File: config.mk
export PLATFORM = sky130hd
export DESIGN_NAME = mem_miss_ctrl
export DESIGN_NICKNAME = d
export VERILOG_FILES = /design/src/rtl/mem_pkg.sv /design/src/rtl/mem_lat_cnt.sv /design/src/rtl/mem_miss_ctrl.sv
export SDC_FILE = /design/constraint.sdc
export NUM_CORES = 1
export LEC_CHECK = 0
export CORE_UTILIZATION = 43
export DETAILED_ROUTE_END_ITERATION = 8
export GPL_TIMING_DRIVEN = 0
export HOLD_SLACK_MARGIN = 0.06
export MAX_ROUTING_LAYER = met4
export PLACE_DENSITY = 0.87
export SETUP_SLACK_MARGIN = 0.1
export SLEW_MARGIN = 15
export SYNTH_ARGS = -nofsm -noshare
export SYNTH_HDL_FRONTEND = slang
export SYNTH_SLANG_ARGS = --single-unit
File: constraint.sdc
create_clock -name clk -period 2.25 [get_ports clk]
set_input_delay 0.675 -clock clk [delete_from_list [all_inputs] [get_ports clk]]
set_output_delay 0.675 -clock clk [all_outputs]
set_load 0.03 [all_outputs]
File: src/rtl/mem_pkg.sv
// Shared types and helpers for the miss-handling sequencer.
package mem_pkg;

  typedef enum logic [1:0] {
    IDLE = 2'd0,
    WB   = 2'd1,
    FILL = 2'd2,
    RESP = 2'd3
  } miss_state_t;

  // Memory-mapped trigger word; a fill from here returns {31'b0, trigger}.
  localparam logic [31:0] MMIO_TRIGGER_ADDR = 32'h000000FC;

  // Width of the shared access-latency counter (covers latencies 1..15).
  localparam int LAT_CNT_W = 4;

  // Byte address to word address: clear the byte-offset bits.
  function automatic logic [31:0] word_align(input logic [31:0] addr);
    return {addr[31:2], 2'b00};
  endfunction

endpackage

File: src/rtl/mem_lat_cnt.sv
// Loadable down-counter with a zero flag, used to time each memory access.
module mem_lat_cnt
  import mem_pkg::*;
#(
  parameter int CNT_W = LAT_CNT_W
) (
  input  logic             clk,
  input  logic             rst_n,
  input  logic             load,
  input  logic [CNT_W-1:0] load_val,
  input  logic             dec,
  output logic             zero
);

  logic [CNT_W-1:0] cnt;

  // Load takes priority; decrement stops at zero.
  always_ff @(posedge clk or negedge rst_n) begin
    if (!rst_n) begin
      cnt <= '0;
    end else if (load) begin
      cnt <= load_val;
    end else if (dec && (cnt != '0)) begin
      cnt <= cnt - 1'b1;
    end
  end

  assign zero = (cnt == '0);

endmodule

File: src/rtl/mem_miss_ctrl.sv
// Miss-handling sequencer: optional single write-back of the dirty victim,
// then one word fetch, then a one-cycle fill response to the cache.
// Optional build macro MEM_MISS_STATS_EN adds saturating stat_miss/stat_wb
// counters; without it the core is complete and those ports do not exist.
module mem_miss_ctrl
  import mem_pkg::*;
#(
  parameter int DATA_WIDTH  = 32,
  parameter int MEM_LATENCY = 2
) (
  input  logic                  clk,
  input  logic                  rst_n,
  input  logic                  req_valid,
  output logic                  req_ready,
  input  logic                  req_dirty,
  input  logic [DATA_WIDTH-1:0] req_fill_addr,
  input  logic [DATA_WIDTH-1:0] req_wb_addr,
  input  logic [DATA_WIDTH-1:0] req_wb_data,
  output logic                  resp_valid,
  output logic [DATA_WIDTH-1:0] resp_data,
  output logic                  mem_fetch,
  output logic                  mem_writeback,
  output logic [DATA_WIDTH-1:0] mem_A,
  output logic [DATA_WIDTH-1:0] mem_WB_addr,
  output logic [DATA_WIDTH-1:0] mem_WB_DATA,
  input  logic [DATA_WIDTH-1:0] mem_RD,
  output logic                  busy
`ifdef MEM_MISS_STATS_EN
  ,
  output logic [31:0]           stat_miss,
  output logic [31:0]           stat_wb
`endif
);

  localparam logic [LAT_CNT_W-1:0] LAT_LOAD = LAT_CNT_W'(MEM_LATENCY - 1);

  miss_state_t           state;
  logic                  hs;
  logic                  cnt_load;
  logic                  cnt_dec;
  logic                  cnt_zero;
  logic [DATA_WIDTH-1:0] fill_al;
  logic [DATA_WIDTH-1:0] wb_al;
  logic [DATA_WIDTH-1:0] fill_addr_q;

  assign hs      = req_valid && req_ready;
  assign fill_al = word_align(req_fill_addr);
  assign wb_al   = word_align(req_wb_addr);

  // Counter is reloaded when entering WB or FILL and counts down inside them.
  assign cnt_load = ((state == IDLE) && hs) || ((state == WB) && cnt_zero);
  assign cnt_dec  = (state == WB) || (state == FILL);

  mem_lat_cnt #(
    .CNT_W (LAT_CNT_W)
  ) u_lat_cnt (
    .clk      (clk),
    .rst_n    (rst_n),
    .load     (cnt_load),
    .load_val (LAT_LOAD),
    .dec      (cnt_dec),
    .zero     (cnt_zero)
  );

  // Fill address held for the FILL phase that follows a write-back.
  always_ff @(posedge clk) begin
    if (hs) begin
      fill_addr_q <= fill_al;
    end
  end

  // Sequencer with registered outputs; each output reflects the state entered.
  always_ff @(posedge clk or negedge rst_n) begin
    if (!rst_n) begin
      state         <= IDLE;
      req_ready     <= 1'b1;
      busy          <= 1'b0;
      resp_valid    <= 1'b0;
      resp_data     <= '0;
      mem_fetch     <= 1'b0;
      mem_writeback <= 1'b0;
      mem_A         <= '0;
      mem_WB_addr   <= '0;
      mem_WB_DATA   <= '0;
    end else begin
      mem_writeback <= 1'b0;
      resp_valid    <= 1'b0;
      case (state)
        IDLE: begin
          if (hs) begin
            req_ready <= 1'b0;
            busy      <= 1'b1;
            if (req_dirty) begin
              state         <= WB;
              mem_writeback <= 1'b1;
              mem_WB_addr   <= wb_al;
              mem_WB_DATA   <= req_wb_data;
            end else begin
              state     <= FILL;
              mem_fetch <= 1'b1;
              mem_A     <= fill_al;
            end
          end
        end
        WB: begin
          if (cnt_zero) begin
            state       <= FILL;
            mem_WB_addr <= '0;
            mem_WB_DATA <= '0;
            mem_fetch   <= 1'b1;
            mem_A       <= fill_addr_q;
          end
        end
        FILL: begin
          if (cnt_zero) begin
            state      <= RESP;
            mem_fetch  <= 1'b0;
            mem_A      <= '0;
            resp_valid <= 1'b1;
            resp_data  <= mem_RD;
          end
        end
        RESP: begin
          state     <= IDLE;
          req_ready <= 1'b1;
          busy      <= 1'b0;
        end
        default: begin
          state <= IDLE;
        end
      endcase
    end
  end

`ifdef MEM_MISS_STATS_EN
  function automatic logic [31:0] sat_inc(input logic [31:0] v);
    return (v == 32'hFFFF_FFFF) ? v : v + 32'd1;
  endfunction

  // Saturating event counters: accepted requests and write-back pulses.
  always_ff @(posedge clk or negedge rst_n) begin
    if (!rst_n) begin
      stat_miss <= '0;
      stat_wb   <= '0;
    end else begin
      if (hs) begin
        stat_miss <= sat_inc(stat_miss);
      end
      if (mem_writeback) begin
        stat_wb <= sat_inc(stat_wb);
      end
    end
  end
`endif

endmodule

==> flow_summary.json, run 1 <==
{
  "hp-class": "in2async",
  "cp_max_fo": 2,
  "grt-ovfl-total": 0,
  "die_width_um": 125,
  "path_delay_family": "buffers and inverters",
  "max_stage_delay_ps": 680,
  "syn_avg_cell_area_um2": 13.5,
  "leakage_uw": 0.00503,
  "finalSetupViolCount": 0,
  "relSlewSlack_pct": 59.7,
  "violations": "DRC",
  "crit_buf_inv": 1,
  "die_h_um": 125,
  "clk_latency_ps": 410,
  "grt_pass1_vias": 5107,
  "tightest_slew_ps": 604,
  "final_max_slew_viol_count": 0,
  "fill_cells": 1010,
  "wl_per_cell_um": 18.1,
  "drc_errors": 34,
  "clk_pin_slew_ps": 60,
  "hpwl_um": 12100,
  "grt_pass1_wl_um": 27200,
  "power_density_nw_per_um2": 1420,
  "synth_warnings": 0,
  "viasPerCell": 5.25,
  "hold_viol": 0,
  "status": "finished with violations",
  "worstPathCellList": "clkdlybuf4s50_1",
  "dr.pass1.iters": 7,
  "grt_start_max_net_pins": 74,
  "yosys.cell_count.top_type": "dfrtp_1",
  "clockBufferDepth": 2,
  "h-tree-depth": 4,
  "cts_buffers": 17,
  "vias": 5036,
  "drive_gt1_share_pct": 14.0,
  "finalWirelength_um": 17300,
  "insertedDiodeCount": 0,
  "end_kind": "output port",
  "final_nets": 900,
  "required_ps": 1570,
  "maxCapViolCount": 0,
  "finalCritPeriodShare_pct": 94.2,
  "track_usage_pct": 23.1,
  "rows": 44,
  "dieArea_um2": 15600,
  "synth_common_cells": "134 x dfrtp_1, 96 x a21oi_1, 63 x a22o_1",
  "clock_sinks": 165,
  "p_total_uw": 14300,
  "syn_inst": 482,
  "synth_ff_type": "dfrtp_1",
  "async_flop_share_pct": 81.8,
  "crit_type": "reg2out",
  "skew_ps": 7.02,
  "synth_top_area_share_pct": 51.6,
  "netlist_top_cells_area": "dfrtp_1 52%, edfxtp_1 14%, a22o_1 8.5%, a21oi_1 7.4%, mux2_2 5.5%",
  "antenna_found_initial": 0,
  "routabilityCongestion": 0.799,
  "syn-cell-area_um2": 6500,
  "dpl.cell_count": 926,
  "area_delta_synth_final_pct": 54.2,
  "start_util_pct": 44.4,
  "worstPathArrival_ps": 1440,
  "fin_util_pct": 68.5,
  "cts_tree": "done",
  "synth-seq-area-share_pct": 65.8,
  "root_buffer": "clkbuf_16",
  "ant_nets": 0,
  "hold_ws_ps": 234,
  "yosysTopAreaCell": "dfrtp_1",
  "coreArea_um2": 14600,
  "layoutNonFillerInstCount": 960,
  "vdd_drop_max_mv": 0.753,
  "synth_edf_count": 30,
  "critPathLaunchType": "register",
  "final.min_clock_period_ps": 2120,
  "max_freq_mhz": 472,
  "rsz0062_at_grt": "false",
  "critPathSlowestCell": "clkdlybuf4s50_1",
  "portBuffers": 256,
  "drt-initial-drc-count": 331,
  "ios": 265,
  "ys_types": 40,
  "synth_seq_cells": 165
}
==> area by class of cell <==
type | count | area, um^2 | area share [%]
flip-flops and latches | 165 | 4280 | 42.7
repair buffers | 258 | 2700 | 26.9
multi-input cells | 274 | 1960 | 19.6
clock buffers | 26 | 500 | 4.99
plain buffers | 38 | 273 | 2.72
well taps | 184 | 230 | 2.30
clock inverters | 6 | 42.5 | 0.424
inverters | 8 | 33.8 | 0.337
repair inverters | 1 | 7.51 | 0.0749
==> state kept, by name, summed over array words and instances (netlist names) <==
| signal | flops |
|---|---|
| mem_fetch | 1 |
| mem_WB_addr | 30 |
| state | 2 |
| resp_valid | 1 |
| u_lat_cnt.cnt | 4 |
| mem_writeback | 1 |
| busy | 1 |
| mem_A | 30 |
| fill_addr_q | 30 |
| req_ready | 1 |
| resp_data | 32 |
| mem_WB_DATA | 32 |
==> final timing paths <==
check                      cells after the start                     endpoint                    startpoint  slack (ps)
max                                            1                resp_data[10]     resp_data[10]$_DFFE_PN0P_         130
min                                            1    resp_data[24]$_DFFE_PN0P_                         rst_n         230
max reg2reg                                    8   mem_WB_DATA[3]$_DFFE_PN0P_  u_lat_cnt.cnt[0]$_DFFE_PN0P_         230
min reg2reg                                    1  mem_WB_addr[27]$_DFFE_PN0P_   mem_WB_addr[27]$_DFFE_PN0P_         500
max in group asynchronous                      2   mem_WB_DATA[6]$_DFFE_PN0P_                         rst_n        1260
min in group clk                               1  mem_WB_addr[27]$_DFFE_PN0P_   mem_WB_addr[27]$_DFFE_PN0P_         500
==> layer usage <==
layer	global-route usage [%]	routed length, um	vias to the layer above
li1	-	-	2317
met3	5.26	972	36
met5	-	0	-
met2	37.5	8850	221
met1	28.3	7100	2462
met4	8.97	422	0
==> placed cells by master, fill, tap and decap left out, drive strengths merged, types with 2 or more instances in the layout <==
cell type,instances
nor2b,31
ha,5
dfrtp,134
nand2,9
clkdlybuf4s50,148
buf,27
and3,2
mux2,32
nor2,6
clkinvlp,4
edfxtp,30
dlygate4sd2,48
a21oi,96
nand3,2
a22o,63
nor3,3
and2,2
nand3b,2
clkbuf,40
o21ai,2
dlymetal6s2s,59
inv,8
clkinv,3
a31oi,2
conb,4
==> timing repair <==
action	4_1_cts	5_1_grt
buffers inserted	0	1
hold buffers	0	0
pin swaps	1	1
setup endpoints to repair	171	151
resized for setup	54	86
gates cloned	0	1
==> metrics by stage <==
step,TNS [ps],cell area [um^2],setup slack [ps]
floorplan,0,6520,374
global placement,-634810,9310,-4480
global route,0,10000,93.7
finish,0,10000,131
detailed placement,-38060,9340,-587
CTS,0,9830,93.2
==> report_power, final <==
group,switching (uW),leakage (uW),internal (uW)
Combinational,4040,0.00280,2870
Clock,1130,0.000260,1540
Sequential,567,0.00197,4120
Total,5740,0.00503,8530
==> cells by family after synthesis <==
logic type | Yosys count | share of synthesized area, %
AO/OA/AOI/OAI | 169 | 17.3
adder cells (fa/ha/maj) | 5 | 0.962
flip-flops | 165 | 65.8
other | 1 | 0.0577
multiplexers | 33 | 5.69
buffers and inverters | 46 | 4.31
AND/OR/NAND/NOR | 63 | 5.87
No activity file was read; power rests on OpenSTA's default activity.
==> inputs of run 2 (changes only) <==
--- a/config.mk
+++ b/config.mk
@@ -5,6 +5,7 @@
 export SDC_FILE = /design/constraint.sdc
 export NUM_CORES = 1
 export LEC_CHECK = 0
+export CORE_MARGIN = 5
 export CORE_UTILIZATION = 43
 export DETAILED_ROUTE_END_ITERATION = 8
 export GPL_TIMING_DRIVEN = 0
==> flow_summary.json, run 2 (synthesized netlist as in run 1, its figures left out) <==
{
  "critPathSlowestCell": "clkdlybuf4s50_1",
  "clockBufferDepth": 2,
  "finalSetupViolCount": 0,
  "p_total_uw": 14300,
  "portBuffers": 256,
  "worstPathCellList": "clkdlybuf4s50_1",
  "track_usage_pct": 19.9,
  "crit_type": "reg2out",
  "drc_errors": 0,
  "routabilityCongestion": 0.800,
  "area_delta_synth_final_pct": 54.4,
  "crit_buf_inv": 1,
  "grt_pass1_wl_um": 27200,
  "fill_cells": 1097,
  "timing.rr.end": "mem_WB_DATA[2]$_DFFE_PN0P_",
  "design_area_um2": 10000,
  "critPathLaunchType": "register",
  "dieArea_um2": 17700,
  "end_kind": "output port",
  "required_ps": 1570,
  "vdd_drop_max_mv": 0.919,
  "rows": 45,
  "ios": 265,
  "leakage_uw": 0.00507,
  "multi_input_area_um2": 1960,
  "clk_latency_ps": 420,
  "hp-class": "in2async",
  "setup.worst_path.end": "resp_data[1]",
  "grt-ovfl-total": 0,
  "cts_hold_buf": 0,
  "finalCritPeriodShare_pct": 94.0,
  "dpl_cell_area_um2": 9340,
  "relSlewSlack_pct": 52.4,
  "h-tree-depth": 4,
  "cp_max_fo": 2,
  "path_delay_family": "buffers and inverters",
  "hpwl_um": 12700,
  "hold_viol": 0,
  "insertedDiodeCount": 0,
  "reg_top3": "mem_WB_DATA x32, resp_data x32",
  "final_max_slew_viol_count": 0,
  "ff_latch_area_um2": 4280,
  "maxCapViolCount": 0,
  "skew_ps": 7.85,
  "ant_nets": 0,
  "die_h_um": 133,
  "final.min_clock_period_ps": 2120,
  "tightest_slew_ps": 712,
  "mostFrequentLayoutCells": "141 x clkdlybuf4s50_1, 134 x dfrtp_1, 96 x a21oi_1",
  "wl_per_cell_um": 18.3,
  "crit_cells": 1,
  "r2r_cells": 10,
  "drive_gt1_share_pct": 14.8,
  "rsz0062_at_grt": "false",
  "r2r_slack_ps": 210,
  "coreArea_um2": 15000,
  "vias": 4998,
  "clk_pin_slew_ps": 60,
  "max_freq_mhz": 473,
  "die_width_um": 133,
  "worstPathArrival_ps": 1440,
  "root_buffer": "clkbuf_16",
  "cts_buffers": 17,
  "viasPerCell": 5.19,
  "start_util_pct": 43.3,
  "status": "complete, no violations",
  "drt-initial-drc-count": 269,
  "clock_sinks": 165,
  "final_common_cell": "clkdlybuf4s50_1",
  "final_nets": 899,
  "cts_tree": "done",
  "startpoint": "resp_data[1]$_DFFE_PN0P_",
  "power_density_nw_per_um2": 1430,
  "grt_pass1_vias": 5212,
  "max_stage_delay_ps": 670,
  "finalWirelength_um": 17600,
  "r2r_start": "state[1]$_DFFE_PN0P_",
  "grt_start_max_net_pins": 75,
  "antenna_found_initial": 0,
  "dr.pass1.iters": 4
}
run 2: changes by cell type in the layout (fill, tap and decap cells not counted), sizes merged, moves of 3 or more:
cell / previous run / this run
dlygate4sd2: 48 / 55
inv: 8 / 13
clkinv: 3 / 7
clkdlybuf4s50: 148 / 141
clkbuf: 40 / 33
clkinvlp: 4 / 1
run 2: per-stage QoR:
step	instances	setup TNS [ps]	util [%]	setup WS, ps	hold slack (ps)
finish	963	0	66.8	134	228
global route	963	0	66.8	88.5	282
CTS	962	0	65.5	35.1	257
detailed placement	930	-22430	62.1	-395	491
global placement	929	-680110	61.9	-4810	487
floorplan	485	0	-	374	379
run 2: power breakdown:
group	switching, uW	total, uW	leakage (uW)	internal (uW)
logic	4010	6840	0.00282	2820
clock network	1210	2810	0.000286	1600
registers	556	4670	0.00197	4120
total	5780	14300	0.00507	8540
run 2: cell type report:
type,count,area share (%)
inverters,8,0.299
well taps,188,2.34
clock inverters,14,1.21
flip-flops and latches,165,42.6
multi-input cells,274,19.5
clock buffers,18,4.49
repair buffers,258,26.8
plain buffers,38,2.72
run 2: repair_timing:
item / in CTS / in global routing
endpoints found under the setup margin: 126 / 143
setup buffers: 0 / 1
pin swaps: 0 / 1
resized for setup: 60 / 84
run 2: how the worst min path moves through the flow:
stage                                              to  slack (ps)  cells past startpoint
final                       resp_data[11]$_DFFE_PN0P_         230                      1
after global routing         resp_data[3]$_DFFE_PN0P_         280                      1
after CTS                   resp_data[11]$_DFFE_PN0P_         260                      1
after detailed placement  mem_WB_DATA[30]$_DFFE_PN0P_         490                      1
after global placement      resp_data[19]$_DFFE_PN0P_         490                      1
after floorplan                      busy$_DFFE_PN0P_         380                      0
run 2: worst reg2reg max path: stages (launching register included):
cell,delay [ps]
dfrtp_1,410
inv_1,110
ha_1,170
buf_6,150
and3_4,230
nand2_1,140
inv_2,120
o21ai_4,60
buf_12,150
buf_4,170
a22o_1,230
run 2: layer usage:
metal,track usage [%],share of wire (%),vias up
li1,-,-,2313
met1,23.7,41,2445
met2,32.8,51,211
met3,5.78,6.7,29
met4,6.12,1.8,0
met5,-,0,-
